`src/rtl/fetch_stage_pkg.sv`:
```
// Shared definitions for the fetch stage: data width, default vectors, FSM encoding.
package fetch_stage_pkg;

    localparam int unsigned XLEN     = 32;
    localparam int unsigned WEN_W    = 4;

    localparam logic [XLEN-1:0] RESET_PC_DEF = 32'hBFC0_0000;
    localparam logic [XLEN-1:0] EXCP_PC_DEF  = 32'hBFC0_0380;

    typedef enum logic [1:0] {
        FS_IDLE = 2'd0,
        FS_RUN  = 2'd1,
        FS_HALT = 2'd2
    } fs_state_e;

endpackage

```
`src/rtl/fetch_stage_if.sv`:
```
// Instruction SRAM request bus between the fetch stage and the synchronous SRAM.
//   inst_sram_en    : read enable
//   inst_sram_wen   : byte write enables (fetch never writes)
//   inst_sram_addr  : fetch address
//   inst_sram_wdata : write data (fetch never writes)
// master = fetch stage (drives the request), slave = SRAM.
interface fetch_stage_if;
    import fetch_stage_pkg::*;

    logic             inst_sram_en;
    logic [WEN_W-1:0] inst_sram_wen;
    logic [XLEN-1:0]  inst_sram_addr;
    logic [XLEN-1:0]  inst_sram_wdata;

    modport master (
        output inst_sram_en,
        output inst_sram_wen,
        output inst_sram_addr,
        output inst_sram_wdata
    );

    modport slave (
        input  inst_sram_en,
        input  inst_sram_wen,
        input  inst_sram_addr,
        input  inst_sram_wdata
    );

endinterface

```
`src/rtl/fetch_stage.sv`:
```
// Instruction-fetch stage: owns the fetch PC, issues reads to the 1-cycle
// synchronous instruction SRAM and presents the PC aligned with the returning
// read data. pc = 0 marks a bubble for the decoder.
//   clk, reset  : clock, synchronous active-high reset
//   stall       : backend stall, hold all fetch state
//   br_e/br_addr: branch redirect and target
//   excp_e      : exception redirect to EXCP_PC (beats br_e)
//   sram        : SRAM request bus (master side)
//   pc          : PC of the instruction whose data is on the SRAM rdata pins
//   fetch_adel  : pc is misaligned (address error on fetch)
module fetch_stage
    import fetch_stage_pkg::*;
#(
    parameter logic [XLEN-1:0] RESET_PC = RESET_PC_DEF,
    parameter logic [XLEN-1:0] EXCP_PC  = EXCP_PC_DEF
) (
    input  logic                 clk,
    input  logic                 reset,
    input  logic                 stall,
    input  logic                 br_e,
    input  logic [XLEN-1:0]      br_addr,
    input  logic                 excp_e,
    fetch_stage_if.master        sram,
    output logic [XLEN-1:0]      pc,
    output logic                 fetch_adel
);

    fs_state_e       state,    state_nxt;
    logic [XLEN-1:0] fetch_pc, fetch_pc_nxt;
    logic [XLEN-1:0] pc_r,     pc_nxt;
    logic            adel_r,   adel_nxt;

    // State and fetch registers.
    always_ff @(posedge clk) begin
        if (reset) begin
            state    <= FS_IDLE;
            fetch_pc <= RESET_PC;
            pc_r     <= '0;
            adel_r   <= 1'b0;
        end else begin
            state    <= state_nxt;
            fetch_pc <= fetch_pc_nxt;
            pc_r     <= pc_nxt;
            adel_r   <= adel_nxt;
        end
    end

    // Next-state: redirects override stall; stall freezes everything.
    always_comb begin
        state_nxt    = state;
        fetch_pc_nxt = fetch_pc;
        pc_nxt       = pc_r;
        adel_nxt     = adel_r;

        if (excp_e) begin
            state_nxt    = FS_RUN;
            fetch_pc_nxt = EXCP_PC;
            pc_nxt       = '0;
            adel_nxt     = 1'b0;
        end else if (br_e) begin
            state_nxt    = FS_RUN;
            fetch_pc_nxt = br_addr;
            pc_nxt       = '0;
            adel_nxt     = 1'b0;
        end else if (!stall) begin
            unique case (state)
                FS_IDLE: begin
                    state_nxt = FS_RUN;
                    pc_nxt    = '0;
                    adel_nxt  = 1'b0;
                end
                FS_RUN: begin
                    pc_nxt   = fetch_pc;
                    adel_nxt = |fetch_pc[1:0];
                    // A misaligned fetch is issued once, then fetch parks until redirected.
                    if (|fetch_pc[1:0]) begin
                        state_nxt = FS_HALT;
                    end else begin
                        fetch_pc_nxt = fetch_pc + XLEN'(4);
                    end
                end
                FS_HALT: begin
                    pc_nxt   = '0;
                    adel_nxt = 1'b0;
                end
                default: begin
                    state_nxt = FS_IDLE;
                end
            endcase
        end
    end

    assign sram.inst_sram_en    = (state == FS_RUN) & ~reset;
    assign sram.inst_sram_wen   = '0;
    assign sram.inst_sram_addr  = fetch_pc;
    assign sram.inst_sram_wdata = '0;

    assign pc         = pc_r;
    assign fetch_adel = adel_r;

endmodule

```
`src/flat_wrapper.sv`:
```
// flat-port wrapper written by rule: the top's interface ports become plain ports
module fetch_stage_flat import fetch_stage_pkg::*;
#(
    parameter logic [XLEN-1:0] RESET_PC = RESET_PC_DEF,
    parameter logic [XLEN-1:0] EXCP_PC  = EXCP_PC_DEF
)
  (clk, reset, stall, br_e, br_addr, excp_e, pc, fetch_adel, sram_inst_sram_en, sram_inst_sram_wen, sram_inst_sram_addr, sram_inst_sram_wdata);
  fetch_stage_if sram_i ();
  input  logic clk;
  input  logic reset;
  input  logic stall;
  input  logic br_e;
  input  logic [XLEN-1:0] br_addr;
  input  logic excp_e;
  output logic [XLEN-1:0] pc;
  output logic fetch_adel;
  output wire logic [$bits(sram_i.inst_sram_en)-1:0] sram_inst_sram_en;
  output wire logic [$bits(sram_i.inst_sram_wen)-1:0] sram_inst_sram_wen;
  output wire logic [$bits(sram_i.inst_sram_addr)-1:0] sram_inst_sram_addr;
  output wire logic [$bits(sram_i.inst_sram_wdata)-1:0] sram_inst_sram_wdata;
  assign sram_inst_sram_en = sram_i.inst_sram_en;
  assign sram_inst_sram_wen = sram_i.inst_sram_wen;
  assign sram_inst_sram_addr = sram_i.inst_sram_addr;
  assign sram_inst_sram_wdata = sram_i.inst_sram_wdata;
  fetch_stage #(.RESET_PC(RESET_PC), .EXCP_PC(EXCP_PC)) u_core (.clk(clk), .reset(reset), .stall(stall), .br_e(br_e), .br_addr(br_addr), .excp_e(excp_e), .sram(sram_i), .pc(pc), .fetch_adel(fetch_adel));
endmodule
```
`config.mk`:
```
export PLATFORM = sky130hd
export DESIGN_NAME = fetch_stage_flat
export DESIGN_NICKNAME = d
export VERILOG_FILES = /design/src/rtl/fetch_stage_pkg.sv /design/src/rtl/fetch_stage_if.sv /design/src/rtl/fetch_stage.sv /design/src/flat_wrapper.sv
export SDC_FILE = /design/constraint.sdc
export NUM_CORES = 1
export LEC_CHECK = 0
export CAP_MARGIN = 20
export CORE_MARGIN = 2
export CORE_UTILIZATION = 35
export CTS_CLUSTER_DIAMETER = 150
export DETAILED_ROUTE_END_ITERATION = 8
export HOLD_SLACK_MARGIN = 0.08
export PLACE_DENSITY = 0.68
export REMOVE_ABC_BUFFERS = 1
export SLEW_MARGIN = 15
export SYNTH_ARGS = -nofsm -noshare
export SYNTH_HDL_FRONTEND = slang
export SYNTH_SLANG_ARGS = --single-unit
```
`constraint.sdc`:
```
create_clock -name clk -period 2.3 [get_ports clk]
set_input_delay 0.23 -clock clk [delete_from_list [all_inputs] [get_ports clk]]
set_output_delay 0.23 -clock clk [all_outputs]
set_load 0.02 [all_outputs]
```
==> impl_metrics.tcl, run 1 <==
set metrics [dict create \
    postRouteAntennaNets 0 \
    dieArea_um2 9981 \
    ys_seq_area_frac 0.4166 \
    worst_ep_required_time_ns 2.56 \
    core-area_um2 8806 \
    reg2regPathDepth 6 \
    postCtsSetupBuffers 0 \
    rsz0062_at_grt "false" \
    skew_ns 0.008299 \
    multi_input_area_um2 1638 \
    path_cells "nand4_1, nor4_4, buf_12, nand2_1, xor2_1, a211oi_1" \
    max_freq_mhz 524.5 \
    setup.worst_path.class "register to register" \
    netlist_area_um2 3219 \
    final_nets 512 \
    drt-met1-wl_um 3857 \
    hold_path_depth 2 \
    cts_buffers 9 \
    cts_resized 0 \
    hp-class "register to register" \
    drc 0 \
    drive_gt1_frac 0.1002 \
    synth-seq-cells 67 \
    yosys_warnings 0 \
    synth_area_per_cell_um2 8.893 \
    fillers 832 \
    start_util 0.3656 \
    p_per_area_nw_per_um2 587.5 \
    cts_max_level 3 \
    slew-limit-headroom 0.5474 \
    timing.rr.end "u_core.sram.inst_sram_addr[17]" \
    endpoint_kind "register" \
    highest_layer "met4" \
    dr_wl_met3_um 554 \
    fin_ws_ns 0.3934 \
    finalHoldViolations 0 \
    synth_top_area_frac 0.4166 \
    total_power_mw 2.646 \
    drv_slew 0 \
    via_per_inst 4.874 \
    crit_arrival_ns 2.16 \
    p_leak_nw 1.676 \
    reg2reg_from "u_core.sram.inst_sram_addr[6]" \
    fp-row-count 34 \
    cts_root_buf "clkbuf_8" \
    grt_max_degree 38 \
    finalSetupViolCount 0 \
    final_util 0.5114 \
    status "completed" \
    wl_met2_um 4260 \
    worst_slew_pin_slew_ns 0.6788 \
    critPathMaxFanout 12 \
    grt_pass1_vias 2713 \
    slowest_delay_ns 0.45 \
    grt_pass1_wl_um 13720 \
    async_flop_share 0 \
    ir_drop_mv 0.4639 \
    drt_iter0_drc 81 \
    num_io_pins 139 \
    synth_top_cell_by_area "dfxtp_1" \
    fin_tns_setup_ns 0 \
    yosysUniqueCellTypes 40 \
    period_share 0.8290 \
    cts.clk_slew.worst_paths_ns 0.07 \
    syn_inst 362 \
    yosys_most_used_dff "dfxtp_1" \
    gp_congestion 0.7843 \
    cts_sinks 67 \
    antenna_found_initial 0 \
    mostFrequentLayoutCells "clkdlybuf4s50_1 (102), dfxtp_1 (67), nor2_1 (56)" \
    hold_buffers 0 \
    place_hpwl_um 6157 \
    routed_wl_um 8724 \
    pre_cts_ws_ns 0.1472 \
    clockBufferDepth 2 \
    cts_tree "yes" \
    wire_per_inst_um 14.86 \
    diodes 0 \
    ff2ff_setup_slack_ns 0.39 \
    drt-pass1-iter-count 4 \
    via_count 2861 \
    seq_area_um2 1341 \
    final_common_cell "clkdlybuf4s50_1" \
    cp-start-kind "register" \
    period_minus_slack_ns 1.907 \
    fp.dieW_um 99.91 \
    synth-edff-count 0 \
    area_growth_pct 39.88 \
    grt.overflow.total 0 \
    grt_use_total 0.1737 \
    slowest_stage "dfxtp_1" \
    synth_area_leaders "dfxtp_1 (42%), buf_4 (8.6%), a22oi_1 (7.5%)" \
    min_to "u_core.fetch_adel" \
    clk_latency_ns 0.34 \
    fin_hold_ws_ns 0.4615 \
    portBuffers 102 \
    hold_start "u_core.fetch_adel" \
    drv_cap 0 \
    dieHeight_um 99.91 \
]
[logic make-up (layout without fill, tap and decap cells)]
logic type,Yosys count,after routing,share of synthesized area
flip-flops,67,67,0.4166
buffers and inverters,57,139,0.1174
AND/OR/NAND/NOR,119,119,0.2052
adder cells (fa/ha/maj),1,1,0.003886
other,1,36,0.001165
AO/OA/AOI/OAI,85,85,0.1660
XOR/XNOR,25,25,0.06801
multiplexers,7,7,0.02177
[routing by layer]
layer,vias to the layer above,GRT usage
li1,1425,-
met1,1327,0.2193
met2,103,0.2911
met3,6,0.05571
met4,0,0.03899
met5,-,0
[registers in the layout, indices dropped and copies added (netlist names), named ones only]
signal and count:
u_core.pc 32, u_core.fetch_adel 1, u_core.sram.inst_sram_addr 30, u_core.state 2
[synthesized netlist by cell type, drive strengths merged, types with 2 or more instances]
| master | number |
|---|---|
| a22oi | 32 |
| xnor2 | 4 |
| nor2 | 57 |
| nand4 | 9 |
| and3 | 5 |
| mux2i | 7 |
| inv | 4 |
| dfxtp | 67 |
| o21ai | 18 |
| a211oi | 5 |
| a31oi | 3 |
| buf | 39 |
| nand4bb | 2 |
| clkbuf | 14 |
| and4 | 2 |
| a21oi | 23 |
| xor2 | 21 |
| nor3 | 3 |
| nor4 | 3 |
| or3b | 2 |
| nand3 | 15 |
| and2 | 2 |
| nand2 | 15 |
| a21o | 2 |
[stage by stage]
stage | std cells | area (um^2)
finish | 587 | 4503
global route | 587 | 4503
CTS | 587 | 4503
detailed placement | 571 | 4290
global placement | 571 | 4290
floorplan | 344 | 2988
[worst max-delay path: cells and delay by family, from the launching register on]
family / cells / cell delay, ns
buffers and inverters: 1 / 0.17
AND/OR/NAND/NOR: 3 / 0.83
AO/OA/AOI/OAI: 1 / 0.22
flip-flops: 1 / 0.45
XOR/XNOR: 1 / 0.14
[how the worst max path moves through the flow]
stage | cells after the start | to | slack, ns | startpoint
floorplan | 5 | u_core.sram.inst_sram_addr[8] | 0.09 | u_core.state[0]
global placement | 7 | u_core.sram.inst_sram_addr[17] | 0.18 | stall
detailed placement | 7 | u_core.sram.inst_sram_addr[17] | 0.15 | stall
CTS | 6 | u_core.sram.inst_sram_addr[17] | 0.37 | u_core.sram.inst_sram_addr[6]
global route | 6 | u_core.sram.inst_sram_addr[17] | 0.24 | u_core.sram.inst_sram_addr[6]
finish | 6 | u_core.sram.inst_sram_addr[17] | 0.39 | u_core.sram.inst_sram_addr[6]
[where the power goes]
part / internal (mW) / leakage, nW / switching [mW]
clock: 0.586 / 0.108 / 0.448
sequential: 1.19 / 0.545 / 0.0410
combinational: 0.168 / 1.02 / 0.214
[final cells by class]
cell class                 count  share of cell area
clock inverter                 4             0.01056
inverter                       4            0.003334
timing repair buffer         119              0.2578
clock buffer                  12             0.03668
tap                          108             0.03001
multi-input combinational    273              0.3637
sequential                    67              0.2979
Power figures use the tool's default switching activity.
==> inputs of run 2 (changes only) <==
--- a/config.mk
+++ b/config.mk
@@ -11,7 +11,7 @@
 export CTS_CLUSTER_DIAMETER = 150
 export DETAILED_ROUTE_END_ITERATION = 8
 export HOLD_SLACK_MARGIN = 0.08
-export PLACE_DENSITY = 0.68
+export PLACE_DENSITY = 0.71
 export REMOVE_ABC_BUFFERS = 1
 export SLEW_MARGIN = 15
 export SYNTH_ARGS = -nofsm -noshare
==> constraint.sdc (replaced) <==
create_clock -name clk -period 1.6 [get_ports clk]
set_input_delay 0.16 -clock clk [delete_from_list [all_inputs] [get_ports clk]]
set_output_delay 0.16 -clock clk [all_outputs]
set_load 0.02 [all_outputs]
==> run 2 against run 1 <==
The run now ends with setup timing left. Via count increased by 8.8%. Register-to-register slack lost 0.48 ns. Wire length increased by 9.2%. Clock-buffer cell count is the same. Cell count up 7.8%. Clock power grew 57%. Sequential power up 41%.
==> impl_metrics.tcl, run 2 (synthesized netlist as in run 1, its figures left out) <==
set metrics [dict create \
    status "complete, but fails checks" \
    violations "setup timing" \
    final_nets 558 \
    fillers 801 \
    dieArea_um2 9981 \
    core-area_um2 8806 \
    via_count 3114 \
    total_power_mw 3.999 \
    hold_buffers 0 \
    start_util 0.3656 \
    ir_drop_mv 0.4001 \
    mostFrequentLayoutCells "clkdlybuf4s50_1 (72), dfxtp_1 (63), nor2_1 (55), buf_4 (55), conb_1 (36)" \
    drv_cap 0 \
    drive_gt1_frac 0.2133 \
    grt_max_degree 24 \
    cts_tree "yes" \
    cts_root_buf "clkbuf_8" \
    finalSetupViolCount 10 \
    pre_cts_ws_ns -0.4562 \
    skew_ns 0.005981 \
    crit_arrival_ns 1.96 \
    place_area_um2 4621 \
    reg2regPathDepth 7 \
    worst_ep_required_time_ns 1.87 \
    cts_sinks 67 \
    cp-start-kind "register" \
    fp.dieW_um 99.91 \
    place_hpwl_um 7064 \
    setup.worst_path.class "register to register" \
    largest_reg_flops 32 \
    fin_tns_setup_ns -0.2552 \
    final_util 0.5676 \
    fin_area_um2 4999 \
    finalHoldViolations 0 \
    postRouteAntennaNets 0 \
    cts.clk_slew.worst_paths_ns 0.07 \
    endpoint_kind "register" \
    cts_max_level 3 \
    max_freq_mhz 592.4 \
    drc 0 \
    grt_use_total 0.1829 \
    cts_buffers 9 \
    grt_pass1_wl_um 14630 \
    drt_iter0_drc 111 \
    diodes 0 \
    grt.overflow.total 0 \
    portBuffers 102 \
    dieHeight_um 99.91 \
    drt-pass1-iter-count 4 \
    drv_slew 0 \
    hold_path_depth 3 \
    clockBufferDepth 2 \
    area_growth_pct 55.27 \
    p_per_area_nw_per_um2 799.9 \
    clk_latency_ns 0.34 \
    gp_congestion 0.8659 \
    fin_ws_ns -0.08800 \
    via_per_inst 4.919 \
    routed_wl_um 9527 \
    period_minus_slack_ns 1.688 \
    num_io_pins 139 \
    antenna_found_initial 0 \
    hp-class "input pin to register" \
    grt_pass1_vias 2976 \
    wire_per_inst_um 15.05 \
    period_share 1.055 \
    p_leak_nw 2.149 \
    final_common_cell "clkdlybuf4s50_1" \
    rsz0062_at_grt "true" \
    critPathMaxFanout 3 \
    fp-row-count 34 \
]
==> run 2: changes by cell type in the layout (fill, tap and decap cells not counted), sizes merged <==
| cell | before | now |
|---|---|---|
| dlygate4sd2 | 0 | 14 |
| clkinv | 2 | 1 |
| buf | 17 | 63 |
| clkdlybuf4s50 | 102 | 72 |
| bufinv | 1 | 2 |
| dlymetal6s2s | 0 | 16 |
==> run 2: worst paths after layout <==
| check | from | to | slack (ns) |
|---|---|---|---|
| max | u_core.sram.inst_sram_addr[2] | u_core.sram.inst_sram_addr[31] | -0.09 |
| min | br_addr[19] | u_core.sram.inst_sram_addr[19] | 0.40 |
| max reg2reg | u_core.sram.inst_sram_addr[2] | u_core.sram.inst_sram_addr[31] | -0.09 |
| min reg2reg | u_core.fetch_adel | u_core.fetch_adel | 0.46 |
==> run 2: power by group <==
part / total, mW / internal (mW) / leakage (nW) / switching [mW]
clock network: 1.62 / 0.961 / 0.113 / 0.655
logic: 0.643 / 0.285 / 1.49 / 0.358
registers: 1.74 / 1.71 / 0.547 / 0.0306
total: 4.00 / 2.96 / 2.15 / 1.04
==> run 2: area by class of cell <==
| type | count | area (um^2) | area share |
|---|---|---|---|
| well taps | 108 | 135.1 | 0.02703 |
| clock inverters | 4 | 72.57 | 0.01452 |
| clock buffers | 12 | 155.1 | 0.03104 |
| repair buffers | 165 | 1555 | 0.3111 |
| multi-input cells | 273 | 1717 | 0.3434 |
| inverters | 4 | 15.01 | 0.003004 |
| flip-flops and latches | 67 | 1349 | 0.2698 |
==> run 2: layer usage <==
layer  GRT usage  part of all wire
met3     0.03621             0.052
met4     0.06112             0.012
met2      0.3155              0.50
met5           0                 0
met1      0.2292              0.44
==> run 2: repair_timing <==
| action | 4_1_cts | 5_1_grt |
|---|---|---|
| pin swaps | 25 | 19 |
| endpoints found under the setup margin | 42 | 43 |
| setup buffers | 1 | 1 |
| endpoints found under the hold margin | 0 | 0 |
| gates resized for setup | 27 | 34 |
==> run 2: through the flow <==
stage               hold slack (ns)  cells
finish                       0.3979    633
global route                 0.3977    633
CTS                          0.3828    632
detailed placement           0.4502    615
global placement             0.4443    615
floorplan                    0.2291    344
==> run 2: critical path, cell delays in order, from the launching register on <==
cell	delay [ns]
dfxtp_4	0.37
buf_6	0.10
nand4bb_4	0.13
buf_6	0.15
nor4_4	0.26
nand3_1	0.13
or3_1	0.31
a31oi_1	0.16
